## src/rtl/vx_perf_memsys_collector.sv

```systemverilog
// Memory-system performance counter collector: accumulates cache/smem event
// increments and derives external memory read/write counts and read latency.
module vx_perf_memsys_collector #(
  parameter int PERF_CTR_BITS = 44,
  parameter int EVT_W         = 4,
  parameter int PEND_W        = 8
) (
  input  logic                     clk,
  input  logic                     reset_n,
  input  logic                     perf_en,
  input  logic [EVT_W-1:0]         icache_reads_inc,
  input  logic [EVT_W-1:0]         icache_read_misses_inc,
  input  logic [EVT_W-1:0]         dcache_reads_inc,
  input  logic [EVT_W-1:0]         dcache_writes_inc,
  input  logic [EVT_W-1:0]         dcache_read_misses_inc,
  input  logic [EVT_W-1:0]         dcache_write_misses_inc,
  input  logic [EVT_W-1:0]         dcache_bank_stalls_inc,
  input  logic [EVT_W-1:0]         dcache_mshr_stalls_inc,
  input  logic [EVT_W-1:0]         smem_reads_inc,
  input  logic [EVT_W-1:0]         smem_writes_inc,
  input  logic [EVT_W-1:0]         smem_bank_stalls_inc,
  input  logic                     mem_req_valid,
  input  logic                     mem_req_ready,
  input  logic                     mem_req_rw,
  input  logic                     mem_rsp_valid,
  input  logic                     mem_rsp_ready,
  output logic [PERF_CTR_BITS-1:0] icache_reads,
  output logic [PERF_CTR_BITS-1:0] icache_read_misses,
  output logic [PERF_CTR_BITS-1:0] dcache_reads,
  output logic [PERF_CTR_BITS-1:0] dcache_writes,
  output logic [PERF_CTR_BITS-1:0] dcache_read_misses,
  output logic [PERF_CTR_BITS-1:0] dcache_write_misses,
  output logic [PERF_CTR_BITS-1:0] dcache_bank_stalls,
  output logic [PERF_CTR_BITS-1:0] dcache_mshr_stalls,
  output logic [PERF_CTR_BITS-1:0] smem_reads,
  output logic [PERF_CTR_BITS-1:0] smem_writes,
  output logic [PERF_CTR_BITS-1:0] smem_bank_stalls,
  output logic [PERF_CTR_BITS-1:0] mem_reads,
  output logic [PERF_CTR_BITS-1:0] mem_writes,
  output logic [PERF_CTR_BITS-1:0] mem_latency,
  output logic                     pend_err
);

  localparam int NUM_EVT = 11;
  localparam logic [PEND_W-1:0] PEND_MAX = '1;

  logic [EVT_W-1:0]         evt_inc [NUM_EVT];
  logic [PERF_CTR_BITS-1:0] evt_ctr [NUM_EVT];
  logic [PEND_W-1:0]        pend;
  logic                     req_fire, rd_fire, wr_fire, rsp_fire;

  assign evt_inc[0]  = icache_reads_inc;
  assign evt_inc[1]  = icache_read_misses_inc;
  assign evt_inc[2]  = dcache_reads_inc;
  assign evt_inc[3]  = dcache_writes_inc;
  assign evt_inc[4]  = dcache_read_misses_inc;
  assign evt_inc[5]  = dcache_write_misses_inc;
  assign evt_inc[6]  = dcache_bank_stalls_inc;
  assign evt_inc[7]  = dcache_mshr_stalls_inc;
  assign evt_inc[8]  = smem_reads_inc;
  assign evt_inc[9]  = smem_writes_inc;
  assign evt_inc[10] = smem_bank_stalls_inc;

  assign req_fire = mem_req_valid & mem_req_ready;
  assign rd_fire  = req_fire & ~mem_req_rw;
  assign wr_fire  = req_fire & mem_req_rw;
  assign rsp_fire = mem_rsp_valid & mem_rsp_ready;

  for (genvar i = 0; i < NUM_EVT; i++) begin : g_evt
    always_ff @(posedge clk or negedge reset_n) begin
      if (!reset_n) begin
        evt_ctr[i] <= '0;
      end else if (perf_en) begin
        evt_ctr[i] <= evt_ctr[i] + PERF_CTR_BITS'(evt_inc[i]);
      end
    end
  end

  // Latency integrates the pre-update outstanding count, so a read accepted
  // at edge N and answered at edge M contributes exactly M-N cycles.
  always_ff @(posedge clk or negedge reset_n) begin
    if (!reset_n) begin
      mem_reads   <= '0;
      mem_writes  <= '0;
      mem_latency <= '0;
    end else if (perf_en) begin
      mem_reads   <= mem_reads + PERF_CTR_BITS'(rd_fire);
      mem_writes  <= mem_writes + PERF_CTR_BITS'(wr_fire);
      mem_latency <= mem_latency + PERF_CTR_BITS'(pend);
    end
  end

  // The tracker runs regardless of perf_en so gating never loses sync.
  always_ff @(posedge clk or negedge reset_n) begin
    if (!reset_n) begin
      pend     <= '0;
      pend_err <= 1'b0;
    end else if (rd_fire && !rsp_fire) begin
      if (pend == PEND_MAX) begin
        pend_err <= 1'b1;
      end else begin
        pend <= pend + 1'b1;
      end
    end else if (rsp_fire && !rd_fire) begin
      if (pend == '0) begin
        pend_err <= 1'b1;
      end else begin
        pend <= pend - 1'b1;
      end
    end
  end

  assign icache_reads        = evt_ctr[0];
  assign icache_read_misses  = evt_ctr[1];
  assign dcache_reads        = evt_ctr[2];
  assign dcache_writes       = evt_ctr[3];
  assign dcache_read_misses  = evt_ctr[4];
  assign dcache_write_misses = evt_ctr[5];
  assign dcache_bank_stalls  = evt_ctr[6];
  assign dcache_mshr_stalls  = evt_ctr[7];
  assign smem_reads          = evt_ctr[8];
  assign smem_writes         = evt_ctr[9];
  assign smem_bank_stalls    = evt_ctr[10];

endmodule

```

## config.mk

```make
export PLATFORM = sky130hd
export DESIGN_NAME = vx_perf_memsys_collector
export DESIGN_NICKNAME = d
export VERILOG_FILES = /design/src/rtl/vx_perf_memsys_collector.sv
export SDC_FILE = /design/constraint.sdc
export NUM_CORES = 2
export LEC_CHECK = 0
export BUFFER_PORTS_ARGS = -buffer_cell sky130_fd_sc_hd__buf_4
export CAP_MARGIN = 20
export CELL_PAD_IN_SITES_DETAIL_PLACEMENT = 0
export CELL_PAD_IN_SITES_GLOBAL_PLACEMENT = 1
export CORE_UTILIZATION = 38
export DETAILED_ROUTE_END_ITERATION = 16
export PLACE_DENSITY_LB_ADDON = 0.1
export SETUP_SLACK_MARGIN = 0.3
export SLEW_MARGIN = 20
export SYNTH_ARGS = -nofsm -noshare
export SYNTH_HDL_FRONTEND = slang
export SYNTH_SLANG_ARGS = --single-unit
```

## constraint.sdc

```tcl
create_clock -name clk -period 2.1 [get_ports clk]
set_input_delay 0.42 -clock clk [delete_from_list [all_inputs] [get_ports clk]]
set_output_delay 0.42 -clock clk [all_outputs]
set_load 0.01 [all_outputs]
```

# --- Word level (Yosys, flattened, before mapping) ---
# Cells that the tools add are included.
totals:
  register_bits: 625
  latchBits: 0
  ramBits: 0
  mem_bits_ro: 0
  in_bits: 52
  out_inout_bits: 617
  wordCells: 58
  mem_count: 0
classes:
  n_addsub: 16
  multipliers: 0
  div_mod_pow: 0
  magnitude_cmp: 0
  eq_ne: 4
  n_shift: 0
  mux: 8
  n_bitwise: 5
  reduce_logical: 9
ops:
  columns: ["cell", "count"]
  rows:
  - ["$add A44 B4 Y44", 11]
  - ["$add A44 B1 Y44", 2]
  - ["$add A44 B8 Y44", 1]
  - ["$mux W8", 4]
  - ["$add A8 B1 Y8 const B", 1]
  - ["$eq A8 B8 Y1 const B", 1]
  - ["$logic_not A8 Y1", 1]
  - ["$sub A8 B1 Y8 const B", 1]
  - ["$reduce_and A3 Y1", 2]
  - ["$and A1 B1 Y1", 4]
  - ["$mux W1", 4]
  - ["$ne A2 B2 Y1 const B", 2]
  - ["$reduce_bool A2 Y1", 2]
  - ["$logic_and A1 B1 Y1", 2]
  - ["$logic_not A1 Y1", 2]
  - ["$ne A2 B1 Y1 const B", 1]
  - ["$not A1 Y1", 1]

# --- Logic depth before layout (Yosys ltp) ---
depth:
  ltp_word: 6
  ltp_mapped: 11
  ltp_nobuf: 11

# --- Worst setup path after synthesis ---
# OpenSTA, ideal clock, no wires.
synth_path:
  path_type: "input to register"
  from: "input port mem_req_valid"
  to: "register pend[6]"
  setup_time_ps: 120
  t_arrival_ps: 2372
  required_time_ps: 1980
  setup_slack_ps: -392
  cell_stages: 11
  path_buffers: 0
  cell_sequence: "nand2_1 > nor2_1 > ha_1 > inv_1 > ha_1 > nor2b_1 > o21ai_0 > a21boi_0 > o21a_1 > or3_1 > a31o_2"
synth_via:
  elab_chain_len: 6
  elab_cells_between_ends: 10
  classes_between: "2 x eq/ne; 1 x mux; 2 x bitwise; 5 x reduce/logical"
synth_rtl:
  columns: ["item", "line_no", "rtl"]
  rows:
  - ["start: declaration", "22", "input logic mem_req_valid,"]
  - ["$and A1 B1 Y1 *", "64", "assign req_fire = mem_req_valid & mem_req_ready;"]
  - ["$and A1 B1 Y1 *", "65", "assign rd_fire = req_fire & ~mem_req_rw;"]
  - ["$logic_not A1 Y1", "104", "end else if (rsp_fire && !rd_fire) begin"]
  - ["$logic_and A1 B1 Y1", "104", null]
  - ["$reduce_bool A2 Y1 (no line)", null, null]
  - ["$reduce_and A3 Y1 (no line)", null, null]
  - ["end signal: assignment", "102", "pend <= pend + 1'b1;"]
  - ["end signal: assignment", "108", "pend <= pend - 1'b1;"]
  - ["end: declaration", "49", "logic [PEND_W-1:0] pend;"]
# Mark *: on every way between the ends. The rest lies on a longest branch, timed or not.
# A chain may end at the register's enable or synchronous reset.

# --- Worst setup path after layout ---
layout_path:
  from: "register evt_ctr, in the netlist dcache_write_misses[0]"
  to: "register evt_ctr, in the netlist dcache_write_misses[40]"
layout_via:
  elab_chain_len: 1
layout_rtl:
  columns: ["item", "line_no", "rtl"]
  rows:
  - ["start: declaration", "48", "logic [PERF_CTR_BITS-1:0] evt_ctr [NUM_EVT];"]
  - ["start signal: indexed assignment", "74", "evt_ctr[i] <= evt_ctr[i] + PERF_CTR_BITS'(evt_inc[i]);"]
  - ["$add A44 B4 Y44", "74", null]
# No other way between the ends.

==> impl_metrics.toml <==
[worst_setup_path]
cp.arrival_ns = 2.65
r2r_cells = 9
crit_path_max_fanout = 7
cp-start-kind = "flip-flop"
path_delay_family = "adder cells"
ff2ff_setup_slack_ns = -0.02
cpPeakStageDelay_ns = 0.43
critPathCaptureType = "flip-flop"
required_ns = 2.63
critPathSlowestCell = "fa_2"
cp_num_buf_inv = 1
path_depth = 9
path_cells = "ha_4, fa_2, a21o_1, a21oi_2, nand3b_1, nor4_4, buf_6, nand3_4, xnor2_2"
crit_type = "flip-flop to flip-flop"
reg2reg_to = "dcache_write_misses[40]"
r2r-start = "dcache_write_misses[0]"

[synthesis]
yosys.area_share.adder_pct = 3.63
synth-simple-area-share_pct = 19.8
synth_top_family_by_area = "simple AND/OR/NAND/NOR gates"
netlist_instances = 2604
syn_nets = 2733
synthArstFlopShare_pct = 100
synth_edf_count = 0
yosysWarnings = 0
ys_seq_elements = 625
avgSynthCellArea_um2 = 11.2
yosys-mux-area-fraction_pct = 1.83
synth_ff_type = "dfrtp_1"
synth-xor-area-share_pct = 17.8
synth_compound_area_share_pct = 2.17
yosys.cell_types.count = 69
yosysSeqAreaShare_pct = 53.5
syn-cell-area_um2 = 29200

[place]
dp_hpwl_mm = 69.9
portBuffers = 668
dp.cells = 4515
gp_congestion = 0.874

[finish]
final_common_cell = "buf_4"
multi_input_area_um2 = 16600
final_cells = 4856
final_cell_mix = "buf_4 (1025), dfrtp_1 (581), xnor2_1 (398), nand2_1 (188), xor2_1 (150)"
seq_area_um2 = 15700
drive_gt1_share_pct = 48.5
nFillCells = 6303
area_growth_pct = 54.9
nets = 3893
final_util_pct = 59.6

[job]
max_cap_violations = 0

[cts]
path_clk_slew_ns = 0.06
cts_max_level = 3
cts_max_path_buffers = 3
clock-sinks = 625
clockRootBuffer = "clkbuf_16"
clk_latency_ns = 0.62
cts_buffers = 74
cts_tree = "built"

[grt]
grt_overflow = 0
grt_pass1_vias = 24528
grt_max_degree = 80
grt_first_pass_wirelength_mm = 145
antenna_found_initial = 4
track_usage_pct = 23.7

[timing]
rsz0062_at_grt = "true"
fmax_mhz = 471
worst_slew_pin_slew_ns = 0.462
maxSlewViolCount = 0
setup_viol = 1
max_slew_margin_pct = 68.9
min_period_ns = 2.12
hold_ws_ns = 0.171
finalHoldViolations = 0
worst_slack_ns = -0.0225
fin_skew_ns = 0.0323
post-route-period-util_pct = 101

[status]
status = "finished, violations left"
failed_checks = "negative setup slack"

[floorplanning]
dieArea_um2 = 78000
core-area_um2 = 75900
ioPinCount = 669
initial_utilization_pct = 38.5
die_x_um = 279
die_h_um = 279
num_rows = 101

[routing]
ant_nets = 0
vias_per_cell = 4.99
wl_per_cell_um = 19.6
first_pass_iters = 5
route.final.wire_length_mm = 95.3
drt-initial-drc-count = 1100
vias = 24214
route.detailed.drc = 0

[power]
cellPowerDensity_nw_per_um2 = 942
peakVddDrop_v = 0.000649
static-leakage-power_uw = 0.0220

[min_path]
min_from = "smem_bank_stalls_inc[0]"
hold_path_depth = 3
hp-class = "primary input to flip-flop"
holdPathEnd = "smem_bank_stalls[0]"
-- power breakdown --
part	internal (uW)	leakage, uW	switching, uW
logic	8020	0.0125	6840
registers	13400	0.00831	1420
clock network	7640	0.00122	5320
total	29000	0.0220	13600
-- through the flow --
step	area (um^2)	setup TNS (ns)	worst slack (ns)	power, uW
2_1_floorplan	30400	-0.918	-0.115	20900
3_3_place_gp	38500	-17.70	-0.433	26400
3_5_place_dp	38500	-22.91	-0.450	26600
4_1_cts	43000	0	0.00479	41500
5_1_grt	45300	-1.84	-0.110	44800
6_report	45300	-0.0225	-0.0225	42600
-- worst min-delay path, stage by stage --
cell	delay, ns
buf_4	0.09
ha_4	0.11
mux2_2	0.12
-- how the worst max path moves through the flow --
| stage | to | startpoint | slack (ns) |
|---|---|---|---|
| 2_1_floorplan | dcache_bank_stalls[28] | dcache_bank_stalls_inc[0] | -0.12 |
| 3_3_place_gp | pend[6] | mem_req_valid | -0.43 |
| 4_1_cts | dcache_write_misses[32] | dcache_write_misses[0] | 0.005 |
| 6_report | dcache_write_misses[40] | dcache_write_misses[0] | -0.02 |
| 5_1_grt | dcache_write_misses[40] | dcache_write_misses[0] | -0.11 |
| 3_5_place_dp | pend[6] | mem_req_ready | -0.45 |
-- cell usage after synthesis, types with 6 or more instances --
master / number / area, um^2
nand3_1: 218 / 1090
mux2_2: 44 / 495
and4_1: 41 / 359
o21ai_0: 16 / 80.1
buf_1: 6 / 22.5
a21oi_1: 41 / 205
nor3_1: 56 / 280
ha_1: 64 / 801
nand4_1: 137 / 857
nor3_2: 9 / 90.1
nor2_1: 149 / 559
inv_1: 50 / 188
nand2_1: 229 / 860
xnor2_1: 441 / 3860
fa_1: 13 / 260
clkbuf_1: 17 / 63.8
a21o_1: 16 / 120
xor2_1: 152 / 1330
dfrtp_1: 625 / 15600
buf_2: 11 / 55.1
and3_1: 105 / 657
nor4_4: 7 / 149
and2_1: 24 / 150
nor2b_1: 19 / 119
nor4_1: 20 / 125
nand2b_1: 14 / 87.6
-- routing by layer --
layer	vias up	routed length [um]	part of all wire [%]	global-route usage [%]
met5	-	9	0.0094	0
met4	2	3970	4.2	10.4
met3	188	5550	5.8	5.72
met2	557	47900	50	39.6
met1	12142	37900	40	29.0
li1	11325	-	-	-
-- timing repair --
item	CTS	global route
gates resized for setup	246	310
hold buffers	1	0
hold endpoints to repair	15	0
gates cloned	5	3
endpoints found under the setup margin	444	494
pin swaps	198	211
setup buffers	103	91
-- cells by family (layout without fill, tap and decap cells) --
group                      count (synthesis)  in the layout
AOI/OAI and AO/OA                        103            103
xor gates and xnor gates                 593            593
adders and majority gates                 77             77
buffers and inverters                     89           1306
DFF                                      625            625
muxes                                     48             48
other                                      0              3
and+or+nand+nor                         1069           1071
-- cell type report --
class | instances | area share (%)
Sequential cell | 625 | 34.7
Tap cell | 1030 | 2.85
Clock buffer | 113 | 4.95
Timing Repair Buffer | 1121 | 19.9
Antenna cell | 3 | 0.0166
Clock inverter | 22 | 0.484
Multi-Input combinational cell | 1892 | 36.7
Inverter | 50 | 0.437
(Power assumes the default switching activity.)
